## config.mk

```make
export PLATFORM = sky130hd
export DESIGN_NAME = muldiv_flat
export DESIGN_NICKNAME = d
export VERILOG_FILES = /design/src/rtl/muldiv_pkg.sv /design/src/rtl/muldiv_if.sv /design/src/rtl/muldiv.sv /design/src/flat_wrapper.sv
export SDC_FILE = /design/constraint.sdc
export NUM_CORES = 1
export LEC_CHECK = 0
export CAP_MARGIN = 20
export CORE_UTILIZATION = 53
export CTS_CLUSTER_DIAMETER = 80
export CTS_CLUSTER_SIZE = 24
export DETAILED_ROUTE_END_ITERATION = 12
export PLACE_DENSITY = 0.78
export SLEW_MARGIN = 5
export SYNTH_ARGS = -nofsm -noshare
export SYNTH_HDL_FRONTEND = slang
export SYNTH_SLANG_ARGS = --single-unit
```

## constraint.sdc

```tcl
create_clock -name clk -period 4.7 [get_ports clk]
set_input_delay 0.94 -clock clk [delete_from_list [all_inputs] [get_ports clk]]
set_output_delay 0.94 -clock clk [all_outputs]
set_load 0.02 [all_outputs]
```

## src/rtl/muldiv_pkg.sv

```systemverilog
// Shared encodings and arithmetic helpers for the iterative multiply/divide unit.
package muldiv_pkg;

  localparam int ITER = 32;

  typedef enum logic [2:0] {
    OP_MULT  = 3'b000,
    OP_MULTU = 3'b001,
    OP_DIV   = 3'b010,
    OP_DIVU  = 3'b011,
    OP_MTHI  = 3'b100,
    OP_MTLO  = 3'b101
  } op_e;

  typedef logic [1:0] state_t;

  localparam state_t ST_IDLE = 2'd0;
  localparam state_t ST_CALC = 2'd1;
  localparam state_t ST_FIX  = 2'd2;

  function automatic logic [63:0] neg64(input logic [63:0] x);
    return ~x + 64'd1;
  endfunction

  // 0x80000000 maps to itself and is then read as an unsigned magnitude.
  function automatic logic [31:0] abs32(input logic [31:0] x);
    return x[31] ? (~x + 32'd1) : x;
  endfunction

endpackage

```

## src/rtl/muldiv_if.sv

```systemverilog
// Request/result bundle between the pipeline controller and the multiply/divide unit.
interface muldiv_if;
  logic        start;
  logic [2:0]  op;
  logic [31:0] a;
  logic [31:0] b;
  logic        busy;
  logic        done;
  logic [31:0] hi;
  logic [31:0] lo;

  modport master (output start, op, a, b, input busy, done, hi, lo);
  modport slave  (input start, op, a, b, output busy, done, hi, lo);
endinterface

```

## src/rtl/muldiv.sv

```systemverilog
// Iterative 32-bit multiply/divide with HI/LO registers; multiply and divide share
// one 64-bit accumulator and one adder/subtractor, one radix-2 step per cycle.
module muldiv
  import muldiv_pkg::*;
(
  input  logic    clk,
  input  logic    rst,
  muldiv_if.slave bus
);

  state_t      state_q, state_d;
  logic [4:0]  cnt_q, cnt_d;
  logic [63:0] acc_q, acc_d;
  logic [31:0] opnd_q, opnd_d;
  logic        mul_q, mul_d;
  logic        neg_p_q, neg_p_d;
  logic        neg_r_q, neg_r_d;
  logic [31:0] hi_q, hi_d;
  logic [31:0] lo_q, lo_d;
  logic        busy_q, busy_d;
  logic        done_q, done_d;

  logic [32:0] add_x, add_y;
  logic        add_cin;
  logic [33:0] add_sum;
  logic [63:0] prod;
  logic        sgn;
  logic        is_mul;
  logic [31:0] ua, ub;

  // Shared adder: multiply adds the multiplicand, divide subtracts the divisor
  // (carry out of bit 33 means the trial subtraction did not borrow).
  always_comb begin
    add_x   = mul_q ? {1'b0, acc_q[63:32]} : acc_q[63:31];
    add_y   = mul_q ? (acc_q[0] ? {1'b0, opnd_q} : 33'd0) : ~{1'b0, opnd_q};
    add_cin = ~mul_q;
    add_sum = {1'b0, add_x} + {1'b0, add_y} + {33'd0, add_cin};
  end

  always_comb begin
    state_d = state_q;
    cnt_d   = cnt_q;
    acc_d   = acc_q;
    opnd_d  = opnd_q;
    mul_d   = mul_q;
    neg_p_d = neg_p_q;
    neg_r_d = neg_r_q;
    hi_d    = hi_q;
    lo_d    = lo_q;
    busy_d  = busy_q;
    done_d  = 1'b0;
    prod    = neg_p_q ? neg64(acc_q) : acc_q;
    sgn     = (bus.op == OP_MULT) || (bus.op == OP_DIV);
    is_mul  = ~bus.op[1];
    ua      = sgn ? abs32(bus.a) : bus.a;
    ub      = sgn ? abs32(bus.b) : bus.b;

    case (state_q)
      ST_IDLE: begin
        if (bus.start) begin
          case (op_e'(bus.op))
            OP_MULT, OP_MULTU, OP_DIV, OP_DIVU: begin
              mul_d   = is_mul;
              opnd_d  = is_mul ? ua : ub;
              acc_d   = {32'd0, (is_mul ? ub : ua)};
              // A zero divisor keeps the all-ones quotient unsigned.
              neg_p_d = sgn & (bus.a[31] ^ bus.b[31]) & (is_mul | (|bus.b));
              neg_r_d = sgn & bus.a[31];
              cnt_d   = 5'(ITER - 1);
              busy_d  = 1'b1;
              state_d = ST_CALC;
            end
            OP_MTHI: begin
              hi_d   = bus.a;
              done_d = 1'b1;
            end
            OP_MTLO: begin
              lo_d   = bus.a;
              done_d = 1'b1;
            end
            default: begin
              state_d = ST_IDLE;
            end
          endcase
        end else begin
          state_d = ST_IDLE;
        end
      end
      ST_CALC: begin
        if (mul_q) begin
          acc_d = {add_sum[32:0], acc_q[31:1]};
        end else if (add_sum[33]) begin
          acc_d = {add_sum[31:0], acc_q[30:0], 1'b1};
        end else begin
          acc_d = {acc_q[62:0], 1'b0};
        end
        if (cnt_q == 5'd0) begin
          state_d = ST_FIX;
        end else begin
          cnt_d = cnt_q - 5'd1;
        end
      end
      ST_FIX: begin
        if (mul_q) begin
          hi_d = prod[63:32];
          lo_d = prod[31:0];
        end else begin
          lo_d = neg_p_q ? (32'd0 - acc_q[31:0])  : acc_q[31:0];
          hi_d = neg_r_q ? (32'd0 - acc_q[63:32]) : acc_q[63:32];
        end
        done_d  = 1'b1;
        busy_d  = 1'b0;
        state_d = ST_IDLE;
      end
      default: begin
        busy_d  = 1'b0;
        state_d = ST_IDLE;
      end
    endcase
  end

  // State and output registers with synchronous reset.
  always_ff @(posedge clk) begin
    if (rst) begin
      state_q <= ST_IDLE;
      cnt_q   <= 5'd0;
      acc_q   <= 64'd0;
      opnd_q  <= 32'd0;
      mul_q   <= 1'b0;
      neg_p_q <= 1'b0;
      neg_r_q <= 1'b0;
      hi_q    <= 32'd0;
      lo_q    <= 32'd0;
      busy_q  <= 1'b0;
      done_q  <= 1'b0;
    end else begin
      state_q <= state_d;
      cnt_q   <= cnt_d;
      acc_q   <= acc_d;
      opnd_q  <= opnd_d;
      mul_q   <= mul_d;
      neg_p_q <= neg_p_d;
      neg_r_q <= neg_r_d;
      hi_q    <= hi_d;
      lo_q    <= lo_d;
      busy_q  <= busy_d;
      done_q  <= done_d;
    end
  end

  assign bus.busy = busy_q;
  assign bus.done = done_q;
  assign bus.hi   = hi_q;
  assign bus.lo   = lo_q;

endmodule

```

## src/flat_wrapper.sv

```systemverilog
// flat-port wrapper written by rule: the top's interface ports become plain ports
module muldiv_flat import muldiv_pkg::*;
  (clk, rst, bus_start, bus_op, bus_a, bus_b, bus_busy, bus_done, bus_hi, bus_lo);
  muldiv_if bus_i ();
  input  logic clk;
  input  logic rst;
  input wire logic [$bits(bus_i.start)-1:0] bus_start;
  input wire logic [$bits(bus_i.op)-1:0] bus_op;
  input wire logic [$bits(bus_i.a)-1:0] bus_a;
  input wire logic [$bits(bus_i.b)-1:0] bus_b;
  output wire logic [$bits(bus_i.busy)-1:0] bus_busy;
  output wire logic [$bits(bus_i.done)-1:0] bus_done;
  output wire logic [$bits(bus_i.hi)-1:0] bus_hi;
  output wire logic [$bits(bus_i.lo)-1:0] bus_lo;
  assign bus_i.start = bus_start;
  assign bus_i.op = bus_op;
  assign bus_i.a = bus_a;
  assign bus_i.b = bus_b;
  assign bus_busy = bus_i.busy;
  assign bus_done = bus_i.done;
  assign bus_hi = bus_i.hi;
  assign bus_lo = bus_i.lo;
  muldiv u_core (.clk(clk), .rst(rst), .bus(bus_i));
endmodule
```

==> After elaboration in Yosys (flattened, before gate mapping) <==
Index checks and enable logic that the tools add are counted.
{ "classes": {"add_sub_neg": 8, "n_eq_ne": 14, "mux": 39, "n_bitwise": 12, "n_reduce_logical": 16} }
{ "ops": {"columns": ["operator", "count"], "rows": [
  ["32-bit 2-to-1 mux", 15],
  ["64-bit 2-to-1 mux", 5],
  ["32-bit case mux with 2 select lines", 2],
  ["64-bit case mux with 2 select lines", 1],
  ["33-bit 2-to-1 mux", 2],
  ["32-bit by 1-bit adder with 32-bit output, second input constant", 2],
  ["64-bit by 1-bit adder with 64-bit output, second input constant", 1],
  ["32-bit inverter", 2],
  ["64-bit inverter", 1],
  ["1-bit by 32-bit subtractor with 32-bit output, first input constant", 2],
  ["33-bit by 33-bit adder with 34-bit output", 1],
  ["34-bit by 1-bit adder with 34-bit output", 1],
  ["32-bit inverter with 33-bit output", 1],
  ["32-bit OR reduction", 1],
  ["5-bit 2-to-1 mux", 3],
  ["3-bit AND reduction", 5],
  ["2-bit inequality test, second input constant", 5],
  ["5-bit case mux with 2 select lines", 1],
  ["2-bit case mux with 2 select lines", 2],
  ["3-bit by 2-bit == test with 1-bit output, second input constant", 2],
  ["3-bit == test, second input constant", 2],
  ["5-bit logical NOT", 1],
  ["5-bit by 1-bit subtractor with 5-bit output, second input constant", 1],
  ["1-bit 2-to-1 mux", 4],
  ["other kinds (19)", 26]
]} }
{ "totals": {"reg_bits": 172, "input_bits": 70, "out_inout_bits": 66, "word_cells": 100} }

==> Depth between registers and ports, before layout <==
Gate-level depths: netlist (run 1).
{ "logic_depth": {"depth_word": 8, "depth_mapped": 19} }

==> Least setup slack after synthesis (run 1) <==
No wires, ideal clock.
{ "synth_path": {"path_kind": "flip-flop to flip-flop", "from": "reg u_core.mul_q", "to": "reg u_core.acc_q[58]", "arrival_time_ns": 4.688, "required_ns": 4.583, "setup_slack_ns": -0.105, "path_stages_with_launch": 18, "path_buffers": 7, "synth_period_minus_slack_ns": 4.805, "path_cell_list": "dfxtp_1 > clkbuf_1 > buf_1 > clkbuf_1 > buf_1 > mux2_2 > ha_1 > clkbuf_1 > and4_1 > nand2_1 > or4b_2 > o31a_1 > o41ai_1 > or2_2 > clkbuf_1 > clkbuf_1 > o21ai_0 > a32o_1"} }
{ "synth_via": {"elab_chain_len": 6, "word_cells_on_any_way": 8, "cone_classes": "add/sub (2); mux (5); bitwise (1)"} }
{ "synth_rtl": {"columns": ["item", "line", "text"], "rows": [
  ["start: declaration", "muldiv.sv:15", "logic mul_q, mul_d;"],
  ["start signal: assignment", "muldiv.sv:141", "mul_q <= mul_d;"],
  ["33-bit 2-to-1 mux (on tied branches)", "muldiv.sv:34, muldiv.sv:35", null],
  ["33-bit by 33-bit adder with 34-bit output", "muldiv.sv:37", "add_sum = {1'b0, add_x} + {1'b0, add_y} + {33'd0, add_cin};"],
  ["34-bit by 1-bit adder with 34-bit output", "muldiv.sv:37", null],
  ["64-bit 2-to-1 mux", "muldiv.sv:92", "end else if (add_sum[33]) begin"],
  ["64-bit 2-to-1 mux (*)", "muldiv.sv:90", "if (mul_q) begin"],
  ["64-bit case mux with 2 select lines (*)", "muldiv.sv:58", "case (state_q)"],
  ["end signal: assignment", "muldiv.sv:127", "acc_q <= 64'd0;"],
  ["end signal: assignment", "muldiv.sv:139", "acc_q <= acc_d;"],
  ["end: declaration", "muldiv.sv:13", "logic [63:0] acc_q, acc_d;"]
]} }
Every way passes the cells marked *; elsewhere a longest branch is shown, timed or not.
A chain may end at the register's enable or synchronous reset.

==> Worst setup path after layout (run 1) <==
{ "layout_path": {"from": "reg u_core.mul_q", "to": "reg u_core.acc_q[63]"} }
The elaborated chain is that of the path after synthesis.

==> results of run 1 <==
==> registers in the layout (all words and copies together), names as in the netlist, 2 cells and up <==
name            count
u_core.state_q      2
u_core.bus.lo      32
u_core.bus.hi      32
u_core.opnd_q      32
u_core.acc_q       64
u_core.cnt_q        5
==> logic make-up (layout without fill, tap and decap cells) <==
logic type / Yosys count / after routing / synth area share (%)
AND/OR/NAND/NOR: 681 / 681 / 22.6
AO/OA/AOI/OAI: 602 / 602 / 28.3
flip-flops: 172 / 172 / 25.1
XOR/XNOR: 146 / 146 / 9.31
multiplexers: 68 / 68 / 5.28
adder cells (fa/ha/maj): 40 / 40 / 3.75
buffers and inverters: 204 / 255 / 5.71
==> area by class of cell <==
cell class                      count  area (sq um)
Timing Repair Buffer              187          1760
Multi-Input combinational cell   1537          9540
Sequential cell                   172          3450
Clock inverter                     11           130
Clock buffer                       21           450
Tap cell                          330           413
Inverter                           36           135
Fill cell                        2320          9450
==> worst max-delay path, cell delays in order (launching register included) <==
cell       delay [ns]
dfxtp_4          0.62
buf_4            0.39
mux2_2           0.38
ha_1             0.37
a21oi_1          0.30
a21boi_0         0.14
o41ai_1          0.38
a21oi_1          0.18
o41ai_1          0.55
o21ai_0          0.17
a21oi_1          0.20
xor2_1           0.10
a2111oi_0        0.37
==> cell usage after synthesis, drive strengths merged (16+ instances only) <==
master and n:
o21ai 141, nor4 16, or3 18, xor2 58, mux2i 33, a31oi 26, nor2 221, xnor2 88
o41ai 21, clkbuf 154, ha 38, nand2 233, a311oi 36, nand3 57, inv 35, a21o 16
nor3 35, mux2 35, o211ai 30, a21oi 169, a211oi 59, dfxtp 172
==> power by group through the flow <==
stage	logic [W]	clock network (W)	registers (W)
3_5_place_dp	0.00181	0	0.00175
4_1_cts	0.00182	0.00143	0.00172
3_3_place_gp	0.00179	0	0.00174
6_report	0.00188	0.00143	0.00173
5_1_grt	0.00202	0.00149	0.00174
2_1_floorplan	0.00126	0	0.00169
==> layer usage <==
| metal | GRT usage (%) | wire (um) |
|---|---|---|
| met1 | 53.4 | 21700 |
| met2 | 52.9 | 20300 |
| met3 | 9.07 | 6390 |
| met4 | 17.6 | 2350 |
| met5 | 0 | 0 |
==> worst paths after layout <==
kind                      from           endpoint
max reg2reg       u_core.mul_q   u_core.acc_q[63]
min reg2reg  u_core.bus.hi[27]  u_core.bus.hi[27]
max               u_core.mul_q   u_core.acc_q[63]
min          u_core.bus.hi[27]  u_core.bus.hi[27]
==> through the flow <==
stage / hold slack (ns) / cell area (sq um) / cells / worst slack (ns) / total power (W)
finish: 0.454 / 15900 / 2294 / 0.392 / 0.00504
global route: 0.476 / 15900 / 2294 / 0.0807 / 0.00525
CTS: 0.457 / 15900 / 2294 / 0.362 / 0.00497
detailed placement: 0.448 / 15300 / 2262 / 0.263 / 0.00356
global placement: 0.440 / 15300 / 2262 / 0.337 / 0.00354
floorplan: 0.442 / 13700 / 1913 / 0.0252 / 0.00295
==> flow_metrics.env, run 1 <==
export IMPL_status="completed"
export IMPL_portBuffers=135
export IMPL_max_freq_mhz=232
export IMPL_cts_made_buffers=17
export IMPL_synth_edf_count=0
export IMPL_synth_distinct_cells=77
export IMPL_numClockSinks=172
export IMPL_tightest_slew_ns=1.08
export IMPL_async_flop_share_pct=0
export IMPL_reg2reg_depth=12
export IMPL_slew_headroom_pct=27.5
export IMPL_most_common_layout_cells="233 x nand2_1, 217 x nor2_1, 171 x dfxtp_1, 169 x a21oi_1, 140 x o21ai_0"
export IMPL_hold_viol=0
export IMPL_coreArea_sq_mm=0.0253
export IMPL_dieArea_sq_mm=0.0266
export IMPL_required_ns=5.00
export IMPL_p_int_w=0.00308
export IMPL_syn_area_sq_mm=0.0137
export IMPL_via_per_inst=6.62
export IMPL_fin_nets=2061
export IMPL_crit_type="reg -> reg"
export IMPL_cts_resized_gates=0
export IMPL_seq_area_frac_synth_pct=25.1
export IMPL_firstDrtPassIters=9
export IMPL_drv_cap=0
export IMPL_powerDensity_mw_per_mm2=318
export IMPL_h_tree_depth=4
export IMPL_rows=58
export IMPL_initial_core_util_pct=54.2
export IMPL_worstHoldPathCells=2
export IMPL_finalSetupTns_ns=0
export IMPL_cts_tree="yes"
export IMPL_antenna_cells=0
export IMPL_period_share_pct=91.7
export IMPL_crit_arrival_ns=4.61
export IMPL_grt_max_degree=83
export IMPL_place_gp_congestion=0.969
export IMPL_comb_power_share_pct=37.2
export IMPL_ir_worst_vdd_mv=0.255
export IMPL_avgSynthCellArea_sq_um=7.18
export IMPL_p_sw_share_pct=39.0
export IMPL_ioPinCount=136
export IMPL_ys_warn_count=0
export IMPL_end_kind="flop"
export IMPL_min_path_type="reg -> reg"
export IMPL_seqPwrFrac_pct=34.3
export IMPL_detail_route_antenna_nets=0
export IMPL_fin_crit_ns=4.31
export IMPL_grt_use_total_pct=37.6
export IMPL_yosys_register_bits=172
export IMPL_cts_hold_buf=0
export IMPL_die_width_um=163
export IMPL_switching_power_w=0.00197
export IMPL_startpoint_type="flop"
export IMPL_setup_viol_count_final=0
export IMPL_drtIter0Drc=2144
export IMPL_grt_ovfl_total=0
export IMPL_areaGrowthSynthToFinish_pct=15.6
export IMPL_synth_top_area_share_pct=25.1
export IMPL_p_leak_nw=5.79
export IMPL_die_h_um=163
export IMPL_root_buffer="clkbuf_16"
export IMPL_wire_per_inst_um=22.1
export IMPL_clk_pin_slew_ns=0.07
export IMPL_antenna_found_initial=0
export IMPL_drc=0
export IMPL_cts_setup_buffers=0
export IMPL_critPathMaxFanout=41
export IMPL_wirelength_um=50700
export IMPL_place_hpwl_um=38000
export IMPL_final_common_cell="nand2_1"
export IMPL_p_clk_share_pct=28.5
export IMPL_yosys_most_used_dff="dfxtp_1"
export IMPL_vias=15193
export IMPL_rrSetupSlack_ns=0.39
export IMPL_clock_latency_ns=0.44
export IMPL_fin_skew_ns=0.0136
export IMPL_grt_setup_unrepaired="false"
export IMPL_grt_pass1_vias=13505
export IMPL_drive_above_1_share_pct=7.89
export IMPL_synth_cells=1913
export IMPL_yosys_area_top_type="dfxtp_1"
export IMPL_grt_pass1_wl_um=77000
export IMPL_synth_fp_nets=2023
export IMPL_final_util_pct=62.7
export IMPL_yosys_top_cells_area="dfxtp_1 25%, nand2_1 6.4%, a21oi_1 6.2%"
export IMPL_maxSlewViolCount=0
export IMPL_clock_path_buffers=2
Note: power is estimated with default switching activity, not from simulation.
==> inputs of run 2 (changes only) <==
--- a/config.mk
+++ b/config.mk
@@ -6,11 +6,12 @@
 export NUM_CORES = 1
 export LEC_CHECK = 0
 export CAP_MARGIN = 20
-export CORE_UTILIZATION = 53
+export CORE_MARGIN = 4
+export CORE_UTILIZATION = 60
 export CTS_CLUSTER_DIAMETER = 80
 export CTS_CLUSTER_SIZE = 24
 export DETAILED_ROUTE_END_ITERATION = 12
-export PLACE_DENSITY = 0.78
+export PLACE_DENSITY = 0.83
 export SLEW_MARGIN = 5
 export SYNTH_ARGS = -nofsm -noshare
 export SYNTH_HDL_FRONTEND = slang
==> constraint.sdc (replaced) <==
create_clock -name clk -period 5.5 [get_ports clk]
set_input_delay 1.1 -clock clk [delete_from_list [all_inputs] [get_ports clk]]
set_output_delay 1.1 -clock clk [all_outputs]
set_load 0.02 [all_outputs]
==> run 2 against run 1 <==
Compared with the run above:
- critical path depth increased by 1
- sequential share of layout area increased by 0.30 points
- power decreased by 15%
- combinational power decreased by 17%
- global-route usage decreased by 0.35 points
- final cell count decreased by 3.0%
- largest power group unchanged
==> flow_metrics.env, run 2 (synthesized netlist as in run 1, its figures left out) <==
export IMPL_die_h_um=159
export IMPL_setup_viol_count_final=0
export IMPL_h_tree_depth=4
export IMPL_rows=55
export IMPL_largest_register="u_core.acc_q"
export IMPL_whs_endpoint="u_core.bus.hi[27]"
export IMPL_final_common_cell="nand2_1"
export IMPL_detail_route_antenna_nets=0
export IMPL_period_share_pct=79.9
export IMPL_portBuffers=135
export IMPL_ioPinCount=136
export IMPL_firstDrtPassIters=6
export IMPL_slew_headroom_pct=24.8
export IMPL_wire_per_inst_um=22.6
export IMPL_grt_use_total_pct=37.3
export IMPL_powerDensity_mw_per_mm2=273
export IMPL_ir_worst_vdd_mv=0.182
export IMPL_drv_cap=0
export IMPL_cts_resized_gates=0
export IMPL_crit_arrival_ns=4.76
export IMPL_place_gp_congestion=0.990
export IMPL_crit_type="reg -> reg"
export IMPL_via_per_inst=6.79
export IMPL_critPathMaxFanout=45
export IMPL_root_buffer="clkbuf_16"
export IMPL_fin_nets=2038
export IMPL_startpoint_type="flop"
export IMPL_drive_above_1_share_pct=6.90
export IMPL_met1_usage_pct=54.1
export IMPL_initial_core_util_pct=60.8
export IMPL_place_hpwl_um=37200
export IMPL_wirelength_um=50300
export IMPL_holdWs_ns=0.455
export IMPL_fin_crit_ns=4.39
export IMPL_min_path_type="reg -> reg"
export IMPL_numClockSinks=172
export IMPL_maxSlewViolCount=0
export IMPL_clk_pin_slew_ns=0.08
export IMPL_rrSetupSlack_ns=1.11
export IMPL_worst_hold_startpoint="u_core.bus.hi[27]"
export IMPL_crit_chain="buf_4 -> mux2_2 -> ha_1 -> and4_1 -> nand2_1 -> or4b_2 -> o31a_1 -> o41ai_1 -> buf_4 -> nand3b_1 -> buf_4 -> o221ai_1 -> a21oi_1"
export IMPL_reg2reg_depth=13
export IMPL_finalSetupTns_ns=0
export IMPL_grt_pass1_wl_um=76100
export IMPL_fin_area_sq_mm=0.0157
export IMPL_drc=0
export IMPL_antenna_found_initial=0
export IMPL_status="completed"
export IMPL_grt_met3_usage_pct=10.1
export IMPL_tightest_slew_ns=1.12
export IMPL_required_ns=5.86
export IMPL_fillers=1963
export IMPL_busiest_layer="met1"
export IMPL_hold_viol=0
export IMPL_critPathSlowestCell="or4b_2"
export IMPL_cts_made_buffers=17
export IMPL_clock_path_buffers=2
export IMPL_dieArea_sq_mm=0.0254
export IMPL_max_freq_mhz=228
export IMPL_areaGrowthSynthToFinish_pct=14.0
export IMPL_clock_latency_ns=0.44
export IMPL_grt_use_met2_pct=52.3
export IMPL_drtIter0Drc=2005
export IMPL_fin_skew_ns=0.0118
export IMPL_cts_hold_buf=0
export IMPL_cts_tree="yes"
export IMPL_power_w=0.00427
export IMPL_p_leak_nw=5.71
export IMPL_worstHoldPathCells=2
export IMPL_regToRegEndpoint="u_core.acc_q[47]"
export IMPL_post_dp_cell_area_sq_mm=0.0150
export IMPL_grt_setup_unrepaired="false"
export IMPL_grt_ovfl_total=0
export IMPL_instances_no_fill=2226
export IMPL_coreArea_sq_mm=0.0226
export IMPL_most_common_layout_cells="233 x nand2_1, 217 x nor2_1, 171 x dfxtp_1, 169 x a21oi_1, 140 x o21ai_0"
export IMPL_cts_setup_buffers=0
export IMPL_placed_cells=2192
export IMPL_largest_register_ffs=64
export IMPL_cpPeakStageDelay_ns=0.68
export IMPL_vias=15105
export IMPL_die_width_um=159
export IMPL_grt_pass1_vias=13319
export IMPL_grt_max_degree=74
export IMPL_antenna_cells=0
export IMPL_end_kind="flop"
export IMPL_path_common_cell="buf_4"
export IMPL_rr_startpoint="u_core.mul_q"
## run 2: changes by cell type in the layout (fill, tap and decap cells not counted), sizes merged
cell,previous run,this run
bufinv,2,1
clkinvlp,4,1
clkinv,2,5
inv,39,43
buf,54,30
clkbuf,21,19
## run 2: through the flow
step / worst slack [ns] / util (%)
2_1_floorplan: 0.695 / -
3_3_place_gp: 1.00 / 66.6
3_5_place_dp: 0.914 / 66.6
4_1_cts: 1.20 / 69.2
5_1_grt: 0.871 / 69.4
6_report: 1.11 / 69.4
## run 2: worst max-delay path: cells and delay by family, from the launching register on
kind / cells / cell delay (ns)
AO/OA/AOI/OAI: 4 / 0.52
adder cells (fa/ha/maj): 1 / 0.39
buffers and inverters: 3 / 0.94
flip-flops: 1 / 0.39
multiplexers: 1 / 0.40
AND/OR/NAND/NOR: 4 / 1.66
## run 2: report_power, final
| part | internal [W] | switching [W] | leakage [nW] |
|---|---|---|---|
| registers | 0.00133 | 0.000147 | 1.40 |
| clock network | 0.000654 | 0.000585 | 0.289 |
| logic | 0.000585 | 0.000971 | 4.01 |
## run 2: worst max-delay path by stage
stage	start	endpoint	slack, ns	depth (start not counted)
3_5_place_dp	bus_a[16]	u_core.opnd_q[29]	0.91	10
6_report	u_core.mul_q	u_core.acc_q[47]	1.11	13
3_3_place_gp	bus_a[16]	u_core.opnd_q[29]	1.00	10
4_1_cts	u_core.mul_q	u_core.acc_q[47]	1.20	13
2_1_floorplan	u_core.mul_q	u_core.acc_q[58]	0.70	17
5_1_grt	u_core.mul_q	u_core.acc_q[47]	0.87	13
## run 2: layout make-up
class                           count  area (sq um)  share of cell area [%]
Clock inverter                     14           148                   0.943
Multi-Input combinational cell   1537          9540                    60.9
Clock buffer                       18           439                    2.80
Timing Repair Buffer              164          1590                    10.2
Sequential cell                   172          3450                    22.0
Tap cell                          285           357                    2.28
Inverter                           36           135                   0.863
## run 2: layer usage
| layer | up-vias | share of wire, % |
|---|---|---|
| met3 | 126 | 14 |
| met5 | - | 0 |
| li1 | 6948 | - |
| met1 | 6952 | 41 |
| met2 | 1079 | 41 |
| met4 | 0 | 4.2 |
